### src/rtl/fp_divider_pkg.sv
// Shared constants, field helpers, result record and FSM states for the FP32 divider.
// Optional feature macro: FP_DIV_EARLY_EXIT_EN (see fp_divider.sv).
package fp_divider_pkg;

    localparam int EXP_W   = 8;
    localparam int MAN_W   = 23;
    localparam int BIAS    = 127;
    localparam int FP_W    = 1 + EXP_W + MAN_W;
    localparam int EXP_LSB = MAN_W;
    localparam int ITERS   = MAN_W + 3;
    localparam int REM_W   = MAN_W + 3;
    localparam int CNT_W   = $clog2(ITERS + 1);
    localparam int E_W     = EXP_W + 2;

    localparam logic [EXP_W-1:0]      EXP_ONES = '1;
    localparam logic signed [E_W-1:0] E_ZERO   = '0;
    localparam logic signed [E_W-1:0] E_ONE    = E_W'(1);
    localparam logic signed [E_W-1:0] E_BIAS   = E_W'(BIAS);
    localparam logic signed [E_W-1:0] E_MAX    = E_W'(2**EXP_W - 1);

    typedef enum logic [2:0] {
        IDLE,
        SPECIAL,
        DIVIDE,
        NORM,
        DONE
    } state_t;

    typedef struct packed {
        logic [FP_W-1:0] quot;
        logic            exception;
        logic            overflow;
        logic            underflow;
        logic            div_by_zero;
    } res_t;

    function automatic logic [FP_W-1:0] inf_of(input logic sign);
        return {sign, EXP_ONES, {MAN_W{1'b0}}};
    endfunction

    function automatic logic [FP_W-1:0] zero_of(input logic sign);
        return {sign, {(FP_W-1){1'b0}}};
    endfunction

    // Only meaningful when one operand is Inf/NaN or zero; priority exception > div-by-zero > zero dividend.
    function automatic res_t special_result(input logic sign, input logic [EXP_W-1:0] ea,
                                            input logic [EXP_W-1:0] eb);
        res_t r;
        r = '0;
        if (ea == EXP_ONES || eb == EXP_ONES || (ea == '0 && eb == '0)) begin
            r.exception = 1'b1;
        end else if (eb == '0) begin
            r.quot        = inf_of(sign);
            r.div_by_zero = 1'b1;
        end else begin
            r.quot = zero_of(sign);
        end
        return r;
    endfunction

endpackage

### src/rtl/fp_divider_if.sv
// Operand/result handshake bundle for the FP32 divider.
interface fp_divider_if;
    import fp_divider_pkg::*;

    logic            in_valid;
    logic            in_ready;
    logic [FP_W-1:0] A;
    logic [FP_W-1:0] B;
    logic            out_valid;
    logic            out_ready;
    logic [FP_W-1:0] quot;
    logic            exception;
    logic            overflow;
    logic            underflow;
    logic            div_by_zero;

    modport master (
        output in_valid, A, B, out_ready,
        input  in_ready, out_valid, quot, exception, overflow, underflow, div_by_zero
    );

    modport slave (
        input  in_valid, A, B, out_ready,
        output in_ready, out_valid, quot, exception, overflow, underflow, div_by_zero
    );

endinterface

### src/rtl/fp_divider_round.sv
// Combinational normalize, round-to-nearest-even and overflow/underflow select for the divider quotient.
module fp_div_round
    import fp_divider_pkg::*;
(
    input  logic                  sign,
    input  logic signed [E_W-1:0] e,
    input  logic [ITERS-1:0]      q,
    input  logic                  sticky,
    output res_t                  res
);

    // q = hidden bit, MAN_W fraction bits, guard, round; result carries one extra bit for carry-out.
    function automatic logic [MAN_W+1:0] rne(input logic [ITERS-1:0] qv, input logic st);
        logic up;
        up = qv[1] & (qv[0] | st | qv[2]);
        return {1'b0, qv[ITERS-1:2]} + {{(MAN_W+1){1'b0}}, up};
    endfunction

    logic [MAN_W+1:0]      mant;
    logic signed [E_W-1:0] e_adj;
    logic                  unused_hidden;

    always_comb begin
        mant  = rne(q, sticky);
        e_adj = e + $signed({{(E_W-1){1'b0}}, mant[MAN_W+1]});
        res   = '0;
        if (e_adj >= E_MAX) begin
            res.quot     = inf_of(sign);
            res.overflow = 1'b1;
        end else if (e_adj <= E_ZERO) begin
            res.quot      = zero_of(sign);
            res.underflow = 1'b1;
        end else begin
            res.quot = {sign, e_adj[EXP_W-1:0],
                        (mant[MAN_W+1] ? {MAN_W{1'b0}} : mant[MAN_W-1:0])};
        end
    end

    assign unused_hidden = mant[MAN_W];

endmodule

### src/rtl/fp_divider.sv
// Sequential FP32 divider: radix-2 restoring mantissa loop, one quotient bit per cycle, valid/ready both sides.
// Define FP_DIV_EARLY_EXIT_EN to leave the loop as soon as the partial remainder reaches zero.
module fp_divider
    import fp_divider_pkg::*;
(
    input logic         clk,
    input logic         rst,
    fp_divider_if.slave bus
);

    state_t state, state_nxt;

    logic [EXP_W-1:0]      ea, eb;
    logic [MAN_W:0]        ma, mb;
    logic signed [E_W-1:0] ea_s, eb_s, e_init;
    logic                  special, pre, accept;
    logic [REM_W-1:0]      rem_init;
    res_t                  special_res;

    logic [REM_W-1:0]      rem_r;
    logic [ITERS-1:0]      q_r;
    logic signed [E_W-1:0] e_r;
    logic [MAN_W:0]        mb_r;
    logic                  sign_r;
    res_t                  special_r;
    logic [CNT_W-1:0]      cnt_r;
    res_t                  res_q;

    logic [REM_W-1:0]      rem_sub, rem_nxt;
    logic                  ge, loop_done;
    logic [CNT_W-1:0]      fill_sh;
    res_t                  round_res;

    // Operand unpack at accept; a smaller dividend significand is pre-shifted so q's top bit is 1.
    always_comb begin
        ea          = bus.A[EXP_LSB +: EXP_W];
        eb          = bus.B[EXP_LSB +: EXP_W];
        ma          = {1'b1, bus.A[MAN_W-1:0]};
        mb          = {1'b1, bus.B[MAN_W-1:0]};
        special     = (ea == EXP_ONES) || (eb == EXP_ONES) || (ea == '0) || (eb == '0);
        pre         = ma < mb;
        ea_s        = $signed({2'b00, ea});
        eb_s        = $signed({2'b00, eb});
        e_init      = ea_s - eb_s + E_BIAS - (pre ? E_ONE : E_ZERO);
        rem_init    = pre ? {1'b0, ma, 1'b0} : {2'b00, ma};
        special_res = special_result(bus.A[FP_W-1] ^ bus.B[FP_W-1], ea, eb);
        accept      = (state == IDLE) && bus.in_valid;
    end

    always_comb begin
        ge      = rem_r >= {2'b00, mb_r};
        rem_sub = rem_r - {2'b00, mb_r};
        rem_nxt = ge ? rem_sub : rem_r;
        fill_sh = CNT_W'(ITERS) - cnt_r;
`ifdef FP_DIV_EARLY_EXIT_EN
        loop_done = (cnt_r == CNT_W'(ITERS)) || (rem_r == '0);
`else
        loop_done = (cnt_r == CNT_W'(ITERS));
`endif
    end

    always_comb begin
        state_nxt = state;
        unique case (state)
            IDLE:    if (bus.in_valid) state_nxt = special ? SPECIAL : DIVIDE;
            SPECIAL: state_nxt = DONE;
            DIVIDE:  if (loop_done) state_nxt = NORM;
            NORM:    state_nxt = DONE;
            DONE:    if (bus.out_ready) state_nxt = IDLE;
            default: state_nxt = IDLE;
        endcase
    end

    always_ff @(posedge clk) begin
        if (rst) begin
            state <= IDLE;
            cnt_r <= '0;
            res_q <= '0;
        end else begin
            state <= state_nxt;
            if (accept) begin
                cnt_r <= '0;
            end else if (state == DIVIDE && !loop_done) begin
                cnt_r <= cnt_r + 1'b1;
            end
            if (state == NORM) begin
                res_q <= round_res;
            end else if (state == SPECIAL) begin
                res_q <= special_r;
            end
        end
    end

    // Loop datapath; an early exit left-aligns the partial quotient, zero-filling the untried bits.
    always_ff @(posedge clk) begin
        if (accept) begin
            rem_r     <= rem_init;
            q_r       <= '0;
            e_r       <= e_init;
            mb_r      <= mb;
            sign_r    <= bus.A[FP_W-1] ^ bus.B[FP_W-1];
            special_r <= special_res;
        end else if (state == DIVIDE) begin
            if (loop_done) begin
                q_r <= q_r << fill_sh;
            end else begin
                rem_r <= rem_nxt << 1;
                q_r   <= {q_r[ITERS-2:0], ge};
            end
        end
    end

    fp_div_round u_round (
        .sign   (sign_r),
        .e      (e_r),
        .q      (q_r),
        .sticky (|rem_r),
        .res    (round_res)
    );

    assign bus.in_ready    = (state == IDLE);
    assign bus.out_valid   = (state == DONE);
    assign bus.quot        = res_q.quot;
    assign bus.exception   = res_q.exception;
    assign bus.overflow    = res_q.overflow;
    assign bus.underflow   = res_q.underflow;
    assign bus.div_by_zero = res_q.div_by_zero;

endmodule

### src/flat_wrapper.sv
// flat-port wrapper written by rule: the top's interface ports become plain ports
module fp_divider_flat import fp_divider_pkg::*;
  (clk, rst, bus_in_valid, bus_A, bus_B, bus_out_ready, bus_in_ready, bus_out_valid, bus_quot, bus_exception, bus_overflow, bus_underflow, bus_div_by_zero);
  fp_divider_if bus_i ();
  input logic clk;
  input logic rst;
  input wire logic [$bits(bus_i.in_valid)-1:0] bus_in_valid;
  input wire logic [$bits(bus_i.A)-1:0] bus_A;
  input wire logic [$bits(bus_i.B)-1:0] bus_B;
  input wire logic [$bits(bus_i.out_ready)-1:0] bus_out_ready;
  output wire logic [$bits(bus_i.in_ready)-1:0] bus_in_ready;
  output wire logic [$bits(bus_i.out_valid)-1:0] bus_out_valid;
  output wire logic [$bits(bus_i.quot)-1:0] bus_quot;
  output wire logic [$bits(bus_i.exception)-1:0] bus_exception;
  output wire logic [$bits(bus_i.overflow)-1:0] bus_overflow;
  output wire logic [$bits(bus_i.underflow)-1:0] bus_underflow;
  output wire logic [$bits(bus_i.div_by_zero)-1:0] bus_div_by_zero;
  assign bus_i.in_valid = bus_in_valid;
  assign bus_i.A = bus_A;
  assign bus_i.B = bus_B;
  assign bus_i.out_ready = bus_out_ready;
  assign bus_in_ready = bus_i.in_ready;
  assign bus_out_valid = bus_i.out_valid;
  assign bus_quot = bus_i.quot;
  assign bus_exception = bus_i.exception;
  assign bus_overflow = bus_i.overflow;
  assign bus_underflow = bus_i.underflow;
  assign bus_div_by_zero = bus_i.div_by_zero;
  fp_divider u_core (.clk(clk), .rst(rst), .bus(bus_i));
endmodule
### config.mk
export PLATFORM = sky130hd
export DESIGN_NAME = fp_divider_flat
export DESIGN_NICKNAME = d
export VERILOG_FILES = /design/src/rtl/fp_divider_pkg.sv /design/src/rtl/fp_divider_if.sv /design/src/rtl/fp_divider_round.sv /design/src/rtl/fp_divider.sv /design/src/flat_wrapper.sv
export SDC_FILE = /design/constraint.sdc
export NUM_CORES = 1
export LEC_CHECK = 0
export BUFFER_PORTS_ARGS = -buffer_cell sky130_fd_sc_hd__buf_2
export CAP_MARGIN = 10
export CORE_MARGIN = 1.5
export CORE_UTILIZATION = 40
export DETAILED_ROUTE_END_ITERATION = 10
export GPL_TIMING_DRIVEN = 1
export SLEW_MARGIN = 20
export SYNTH_ARGS = -nofsm -noshare
export SYNTH_HDL_FRONTEND = slang
export SYNTH_SLANG_ARGS = --single-unit
### constraint.sdc
create_clock -name clk -period 7.6 [get_ports clk]
set_clock_uncertainty 0.15 [all_clocks]
set_input_delay 0.38 -clock clk [delete_from_list [all_inputs] [get_ports clk]]
set_output_delay 0.38 -clock clk [all_outputs]
set_load 0.01 [all_outputs]
* Word-level counts from Yosys, hierarchy flattened
Cells that the tools add are included.
** Storage, ports and cells
- Flip-flop bits (word level) :: 164
- Output and inout port bits :: 38
** Cells by class
- Add/subtract/negate cells :: 8
- Order comparisons :: 4
- Equality and inequality tests :: 11
- Shift operators :: 1
- Muxes and demuxes :: 23
- Bitwise logic cells :: 4
- Reductions and logical operators :: 19
** Operators by type and width (count)
- 2-to-1 mux 26 bit :: 4
- 2-to-1 mux 31 bit :: 3
- 2-to-1 mux 36 bit :: 2
- 2-to-1 mux 25 bit :: 2
- greater-or-equal comparator 26 x 24 -> 1 bit :: 1
- OR reduction 26 bit :: 1
- left shift 26 x 5 -> 26 bit :: 1
- adder 24 x 1 -> 25 bit :: 1
- subtractor 25 x 24 -> 25 bit :: 1
- less-than comparator 24 bit :: 1
- 2-to-1 mux 23 bit :: 1
- equality test 8 bit, second input constant :: 2
- zero test 8 bit :: 2
- case mux 3 bit (4 select lines) :: 1
- adder 10 x 2 -> 10 bit :: 1
- adder 10 x 8 -> 10 bit, second input constant :: 1
- greater-or-equal comparator 10 x 9 -> 1 bit, second input constant :: 1
- less-or-equal comparator 10 x 1 -> 1 bit, second input constant :: 1
- subtractor 10 bit :: 1
- 2-to-1 mux 3 bit :: 3
- subtractor 8 x 8 -> 9 bit :: 1
- equality test 3 x 2 -> 1 bit, second input constant :: 2
- 2-to-1 mux 1 bit :: 6
- OR reduction 2 bit :: 3
- 18 further kinds :: 27

* Longest topological paths before layout
Gate-level depths: netlist (run 1).
- Depth in word-level cells :: 10
- Depth in mapped cells :: 20
- Gate-level depth less buffers :: 19

* Hierarchy
Synthesis (run 1) repeated with hierarchy kept, for this count alone.
** Unflattened totals
- Cells, all modules :: 1228
- Area total of the unflattened synthesis :: 10613.9 sq um
** Modules (own cells, without submodules)
- fp_divider :: instances 1, cells an instance 1054, area each 9465.3 sq um, sequential area each 3293.2 sq um
- fp_div_round :: instances 1, cells an instance 174, area each 1148.6 sq um, sequential area each 0.0 sq um

* Worst setup path before layout (run 1)
No wires, ideal clock.
- Kind :: in2reg
- Start point :: input port bus_B[9]
- End point :: register u_core.e_r[9], data pin
- Setup time :: 0.160 ns
- Arrival time :: 3.830 ns
- Slack :: 3.460 ns
- Stages on the path :: 20
- Buffers on the path :: 1
- Cell sequence :: inv_1 -> ha_1 -> a211oi_2 -> o21ai_1 -> a21oi_1 -> o21ai_1 -> a221o_1 -> a221oi_4 -> buf_6 -> inv_1 -> ha_1 -> ha_1 -> fa_1 -> a21oi_1 -> nor2_1 -> nor2_1 -> o21bai_1 -> a21oi_1 -> nor2b_1 -> nor3b_1
** On the way
- Word-level cells in the longest chain between the ends :: 3
** RTL lines
- start, declared :: line flat_wrapper.sv:9 : input wire logic [$bits(bus_i.B)-1:0] bus_B;
- less-than comparator 24 bit :: line fp_divider.sv:41 : pre = ma < mb;
- 2-to-1 mux 1 bit :: line fp_divider.sv:44 : e_init = ea_s - eb_s + E_BIAS - (pre ? E_ONE : E_ZERO);
- subtractor 10 bit :: line fp_divider.sv:44
- named net u_core.e_init[9] :: line fp_divider.sv:15 : logic signed [E_W-1:0] ea_s, eb_s, e_init;
- end signal, assigned :: line fp_divider.sv:99 : e_r <= e_init;
- end, declared :: line fp_divider.sv:22 : logic signed [E_W-1:0] e_r;
The timed path passes the listed nets, and every way through them passes these cells.
A chain may end at the register's enable or synchronous reset.

* Worst setup path after layout (run 1)
- Start point :: register u_core.q_r[2]
- End point :: register u_core.res_q (netlist bit u_core.bus.quot[2])
** On the way
- Word-level cells in the longest chain between the ends :: 8
- Elaborated cells on any way between the ends :: 10
- Classes of those cells :: add/sub (2); order compare (2); mux (4); bitwise (2)
** RTL lines
- start, declared :: line fp_divider.sv:21 : logic [ITERS-1:0] q_r;
- start signal, assigned :: line fp_divider.sv:105 : q_r <= q_r << fill_sh;
- start signal, assigned :: line fp_divider.sv:108 : q_r <= {q_r[ITERS-2:0], ge};
- OR 1 bit :: line fp_divider_round.sv:15 : up = qv[1] & (qv[0] | st | qv[2]);
- AND 1 bit :: line fp_divider_round.sv:15
- adder 24 x 1 -> 25 bit * :: line fp_divider_round.sv:16 : return {1'b0, qv[ITERS-1:2]} + {{(MAN_W+1){1'b0}}, up};
- adder 10 x 2 -> 10 bit :: line fp_divider_round.sv:25 : e_adj = e + $signed({{(E_W-1){1'b0}}, mant[MAN_W+1]});
- less-or-equal comparator 10 x 1 -> 1 bit :: line fp_divider_round.sv:30 : end else if (e_adj <= E_ZERO) begin
- 2-to-1 mux 31 bit :: line fp_divider_round.sv:30
- 2-to-1 mux 31 bit * :: line fp_divider_round.sv:27 : if (e_adj >= E_MAX) begin
- 2-to-1 mux 36 bit * :: line fp_divider.sv:86 : if (state == NORM) begin
- end signal, assigned :: line fp_divider.sv:87 : res_q <= round_res;
- end signal, assigned :: line fp_divider.sv:89 : res_q <= special_r;
- end, declared :: line fp_divider.sv:27 : res_t res_q;
Every way passes the cells marked *; elsewhere a longest branch is shown, timed or not.

==> metrics, run 1 <==
sum of negative setup slack 0 ns; period utilization 0.669; TritonCTS buffer count 17; Post-Place Cells 1479; Ports 106; Total Power 2.75 mW; status finished clean; Detailed Route WL 24.4 mm; Residual DRC 0; Setup WS pre-CTS 2.58 ns; first-pass GRT wire length 40.4 mm; share of layout cells above drive strength 1 0.183; count leader, synth nand2_1; leakage 4.71 nW; initial antenna violation count 1; syn avg cell area 8.88 um^2; Die H 160 um; clock power share 0.291; sw frac 0.371; FP Rows 57; Reg clk slew, reported paths 0.06 ns; Commonest cells post-synth nand2_1 (117), a21oi_1 (101), inv_1 (78), nor2_1 (78), dfxtp_1 (70); Vias/cell 5.50; chip width 160 um; placed inst area 10600 um^2; critical path launch point type flip-flop; Primary FF master, synth dfxtp_1; Psw 1.02 mW; top sig layer met4; number of global-route vias before repair 7981; die area 25600 um^2; Tightest Hold Check Type input port to flip-flop; slew margin rel. 0.285; CP Max Fanout 23; FF+latch count, synth 133; Arrival @ worst endpoint 5.23 ns; clock tree sinks 133; worst-margin pin slew 1.07 ns; share of the synthesized area in the top cell type 0.192; Worst Setup Slack, final 2.52 ns; GR Util All Layers 0.195; register-to-register setup slack 2.52 ns; DRT iter0 DRCs 723; CTS tree yes; Reg power frac 0.346; crit path launch u_core.q_r[2]$_SDFFE_PP0P_; GPL Wtd Cong 0.875; DP HPWL 17.9 mm; Pwr per Cell Area 243 nW/um^2; PortBufs 105; DR WL met2 11.1 mm; Initial Utilization 0.406; crit path to u_core.bus.quot[2]$_SDFFE_PP0P_; cts hold-fix bufs 23; final setup violation count 0; largest net degree at the start of global routing 70; post-CTS setup buffer count 0; Fmax 197 MHz; Detail Route Antenna Nets 0; total grt overflow 0; reg2reg end u_core.bus.quot[2]$_SDFFE_PP0P_; post-CTS sizing 0; Post-Layout Cell Count 1535; R2R Path Start u_core.q_r[2]$_SDFFE_PP0P_; Final Hold Viols 0; CORE AREA 24200 um^2; worst skew pair latency 0.43 ns; vias post-DR 8442; post-layout min period 5.08 ns; number of iterations in the first detailed-routing pass 9; Max Root-Sink Buffers 2; Yosys cell types 69; number of H-tree levels 4; RSZ-0062 raised after global routing false; nets@finish 1334; metal3 WL 1.23 mm; crit path capture type flip-flop; sequential fraction of the synthesis area 0.335; Worst EP required 7.75 ns; synth top area cells edfxtp_1 (19%), dfxtp_1 (14%), ha_1 (8.4%); Post-synth EDFFs 63; Internal Power 1.73 mW; Synth warnings 0; Reg2Reg Depth 18; largest area contributor in the netlist edfxtp_1; Max Cap Violations 0; Cell Area, Synth 9840 um^2; Max rail drop VDD 0.000134 V; clk root buf clkbuf_16; fraction of registers with async set/reset 0; Final Instance Area 11300 um^2; Post-Syn Instances 1108; max-slew violations 0; Gate power share 0.363; DRT met1 WL 11.7 mm; critical path type flip-flop to flip-flop; Syn Nets 1245; average wire per cell in the routed design 15.9 um; Area Growth Syn to Fin 15.3%
==> sequential cells by signal, summed over array words and instances, names as in the netlist <==
| register | cells |
|---|---|
| u_core.q_r | 26 |
| u_core.sign_r | 1 |
| u_core.mb_r | 23 |
| u_core.e_r | 10 |
| u_core.bus.underflow | 1 |
| u_core.bus.overflow | 1 |
| u_core.bus.div_by_zero | 1 |
| u_core.rem_r | 26 |
| u_core.bus.exception | 1 |
| u_core.state | 3 |
| u_core.special_r | 3 |
| u_core.bus.quot | 32 |
| u_core.cnt_r | 5 |
==> kinds of logic (layout without fill, tap and decap cells) <==
logic type	after synthesis	count (layout)	share of synthesized area
mux	58	58	0.0801
simple gates	335	335	0.161
other cells	0	1	0
fa+ha+maj	69	69	0.0900
xor+xnor	67	67	0.0604
flops	133	133	0.335
buf+inv	148	250	0.0624
compound gates	298	298	0.212
==> layout by cell type, fill, tap and decap left out, types with 7 or more instances in the layout <==
cell type and count:
a21o_1 11, buf_2 105, nor4_1 14, nand3_1 35, and3_1 7, nand2_1 117, nand2b_1 8, nor2_1 78
mux2i_1 36, buf_4 12, clkbuf_16 17, ha_1 66, nor3_1 20, inv_1 77, xor2_1 38, a21oi_1 101
o211ai_1 8, dlygate4sd3_1 23, a31oi_1 7, dfxtp_1 70, nor2b_1 9, a222oi_1 15, o21ai_0 45, o21bai_1 9
xnor2_1 27, a211oi_1 8, a22oi_2 17, o21ai_2 22, edfxtp_1 63, mux4_2 16, a22oi_1 14, nand4_1 19
==> cell type report <==
type | instances | area [um^2]
well taps | 324 | 405
clock buffers | 17 | 425
diodes | 1 | 2.50
clock inverters | 15 | 138
flip-flops and latches | 133 | 3290
fillers | 2361 | 12900
inverters | 78 | 295
repair buffers | 140 | 846
multi-input cells | 827 | 5940
==> metrics by stage <==
| stage | hold WS (ns) | util |
|---|---|---|
| after detailed placement | 0.286 | 0.435 |
| after CTS | 0.0625 | 0.468 |
| after global routing | 0.101 | 0.468 |
| final | 0.0804 | 0.468 |
| after global placement | 0.282 | 0.435 |
| after floorplan | 0.320 | - |
==> layer usage <==
layer,vias up,track usage
met4,0,0.0565
met5,-,0
li1,4246,-
met1,3942,0.271
met2,229,0.311
met3,25,0.0330
==> power groups by stage <==
| stage | logic [mW] | registers, mW | clock network, mW |
|---|---|---|---|
| global route | 1.12 | 0.963 | 0.849 |
| CTS | 0.995 | 0.950 | 0.821 |
| finish | 1.00 | 0.951 | 0.801 |
| global placement | 0.969 | 0.964 | 0 |
| floorplan | 0.793 | 0.933 | 0 |
| detailed placement | 0.978 | 0.965 | 0 |
==> worst min path at each step <==
stage / start / endpoint / slack (ns) / cells past startpoint
final: bus_out_ready / u_core.state[2]$_SDFFE_PP0P_ / 0.08 / 3
after global routing: bus_out_ready / u_core.state[2]$_SDFFE_PP0P_ / 0.10 / 3
after CTS: bus_out_ready / u_core.state[2]$_SDFFE_PP0P_ / 0.06 / 3
after detailed placement: u_core.bus.quot[8]$_SDFFE_PP0P_ / u_core.bus.quot[8]$_SDFFE_PP0P_ / 0.29 / 2
after global placement: u_core.bus.quot[3]$_SDFFE_PP0P_ / u_core.bus.quot[3]$_SDFFE_PP0P_ / 0.28 / 2
after floorplan: rst / u_core.cnt_r[1]$_SDFFE_PP0P_ / 0.32 / 1
==> critical path: stages, from the launching register on <==
cell and delay (ns):
dfxtp_1 0.46, and2_1 0.21, ha_1 0.19, nand3_1 0.16, nor2_1 0.35, nand2_1 0.09, nor2_1 0.26, nand2_1 0.12
nor3_1 0.57, ha_1 0.34, ha_1 0.28, xor2_1 0.23, and3_1 0.18, nand3_1 0.08, o41ai_1 0.49, nand2_1 0.15
nand3_1 0.11, or4_4 0.36, o21ai_0 0.17
No activity file was read; power rests on OpenSTA's default activity.
==> run 2: changes to the inputs <==
Clock period 7.6 ns to 5.04 ns, I/O delays scaled along.
==> metrics, run 2 (same netlist as run 1, synthesis figures left out) <==
number of H-tree levels 4; Reg power frac 0.341; Psw 1.52 mW; chip width 160 um; Reg2Reg Depth 19; sum of negative setup slack 0 ns; Detailed Route WL 24.7 mm; initial antenna violation count 0; highest-count cells in the layout ignoring fill and taps nand2_1 (117), buf_2 (105), a21oi_1 (101); Fmax 223 MHz; CP Cell Sequence and2_1 -> ha_1 -> nand3_1 -> nor2_1 -> nand2_1 -> nor2_1 -> nand2_1 -> nor3_1 -> buf_4 -> ha_1 -> ha_1 -> xor2_1 -> and3_1 -> nand3_1 -> o41ai_1 -> nand2_1 -> nand3_1 -> or4_4 -> o21ai_0; clock tree sinks 133; Ports 106; R2R Path Start u_core.q_r[2]$_SDFFE_PP0P_; post-layout min period 4.48 ns; commonest non-fill, non-tap cell in the layout nand2_1; RSZ-0062 raised after global routing false; leakage 4.76 nW; period utilization 0.889; reg2reg end u_core.bus.quot[3]$_SDFFE_PP0P_; post-CTS setup buffer count 0; Max rail drop VDD 0.000199 V; register-to-register setup slack 0.56 ns; FP Rows 57; max-slew violations 0; Ant. Diodes 0; Pwr per Cell Area 367 nW/um^2; PortBufs 105; critical path launch point type flip-flop; clock power share 0.298; Post-Layout Cell Count 1542; GR Util All Layers 0.198; status finished clean; Tightest Hold Check Type input port to flip-flop; cts hold-fix bufs 26; critical path type flip-flop to flip-flop; CP Max Fanout 23; total grt overflow 0; DRT iter0 DRCs 655; Final Hold Viols 0; crit path capture type flip-flop; number of iterations in the first detailed-routing pass 7; Detail Route Antenna Nets 0; clk root buf clkbuf_16; Slowest cell on crit path dfxtp_1; Max Root-Sink Buffers 2; worst skew pair latency 0.43 ns; # fillers 2402; Area Growth Syn to Fin 16.3%; Die H 160 um; first-pass GRT wire length 41.2 mm; sw frac 0.361; post-CTS sizing 0; Reg clk slew, reported paths 0.06 ns; nets@finish 1342; Core Util, Final 0.472; slew margin rel. 0.357; Arrival @ worst endpoint 4.62 ns; CORE AREA 24200 um^2; vias post-DR 8516; TritonCTS buffer count 17; number of global-route vias before repair 8132; largest net degree at the start of global routing 66; average wire per cell in the routed design 16.0 um; crit path launch u_core.q_r[2]$_SDFFE_PP0P_; DP HPWL 18.1 mm; share of layout cells above drive strength 1 0.185; CTS tree yes; final setup violation count 0; Worst EP required 5.18 ns; Vias/cell 5.52; Residual DRC 0; worst-margin pin slew 0.962 ns; Internal Power 2.68 mW; GPL Wtd Cong 0.927; Worst path max stage delay 0.45 ns; die area 25600 um^2; max reg flops 32; Max Cap Violations 0; Initial Utilization 0.406; Gate power share 0.361; crit path to u_core.bus.quot[3]$_SDFFE_PP0P_; Post-Place Cells 1484
[run 2: cell types whose count changed in the layout (fill, tap and decap cells not counted)]
cell           before  now
inv_8               5    1
inv_4               1    2
nor3_4              0    1
nor3_2              1    0
dlygate4sd3_1      23   26
bufinv_16           0    1
clkinvlp_4          2    1
buf_4              12   17
clkinv_1            0    1
clkbuf_16          17   18
inv_6               5    6
diode_2             1    0
[run 2: metal layers]
metal / up-vias / track usage / part of all wire
li1: 4278 / - / -
met1: 3962 / 0.276 / 0.48
met2: 243 / 0.317 / 0.45
met3: 33 / 0.0356 / 0.052
met4: 0 / 0.0544 / 0.016
met5: - / 0 / 0
[run 2: power groups by stage]
stage / Sequential (mW) / Clock (mW) / Combinational, mW
floorplan: 1.41 / 0 / 1.20
global placement: 1.45 / 0 / 1.47
detailed placement: 1.45 / 0 / 1.49
CTS: 1.43 / 1.27 / 1.51
global route: 1.45 / 1.32 / 1.71
finish: 1.43 / 1.25 / 1.52
[run 2: worst max-delay path: cells and delay by family, from the launching register on]
kind	cells	cell delay [ns]
flip-flops	1	0.45
adder cells (fa/ha/maj)	3	0.69
buffers and inverters	1	0.16
AND/OR/NAND/NOR	12	2.10
AO/OA/AOI/OAI	2	0.52
XOR/XNOR	1	0.27
[run 2: layout make-up]
type                       count  area, um^2  share of cell area
multi-input combinational    827        5950               0.520
timing repair buffer         148         913              0.0798
inverter                      78         295              0.0258
clock inverter                14         134              0.0117
tap                          324         405              0.0354
clock buffer                  18         450              0.0394
sequential                   133        3290               0.288
[run 2: stage by stage]
step	setup slack, ns	total power [mW]	hold WS (ns)	cell area (um^2)
floorplan	0.941	2.60	0.192	9840
global placement	0.790	2.92	0.282	10600
detailed placement	0.622	2.94	0.286	10600
CTS	0.572	4.22	0.00930	11400
global route	0.0297	4.48	0.0194	11400
finish	0.559	4.20	0.0236	11400
[run 2: how the worst min path moves through the flow]
stage	startpoint	end	slack (ns)	cells after the start
after floorplan	rst	u_core.cnt_r[1]$_SDFFE_PP0P_	0.19	1
after global placement	u_core.bus.quot[15]$_SDFFE_PP0P_	u_core.bus.quot[15]$_SDFFE_PP0P_	0.28	2
after CTS	bus_in_valid	u_core.state[1]$_SDFFE_PP0P_	0.009	3
after detailed placement	u_core.bus.quot[6]$_SDFFE_PP0P_	u_core.bus.quot[6]$_SDFFE_PP0P_	0.29	2
after global routing	bus_A[0]	u_core.rem_r[0]$_SDFFCE_PN0P_	0.02	2
final	bus_A[0]	u_core.rem_r[0]$_SDFFCE_PN0P_	0.02	2
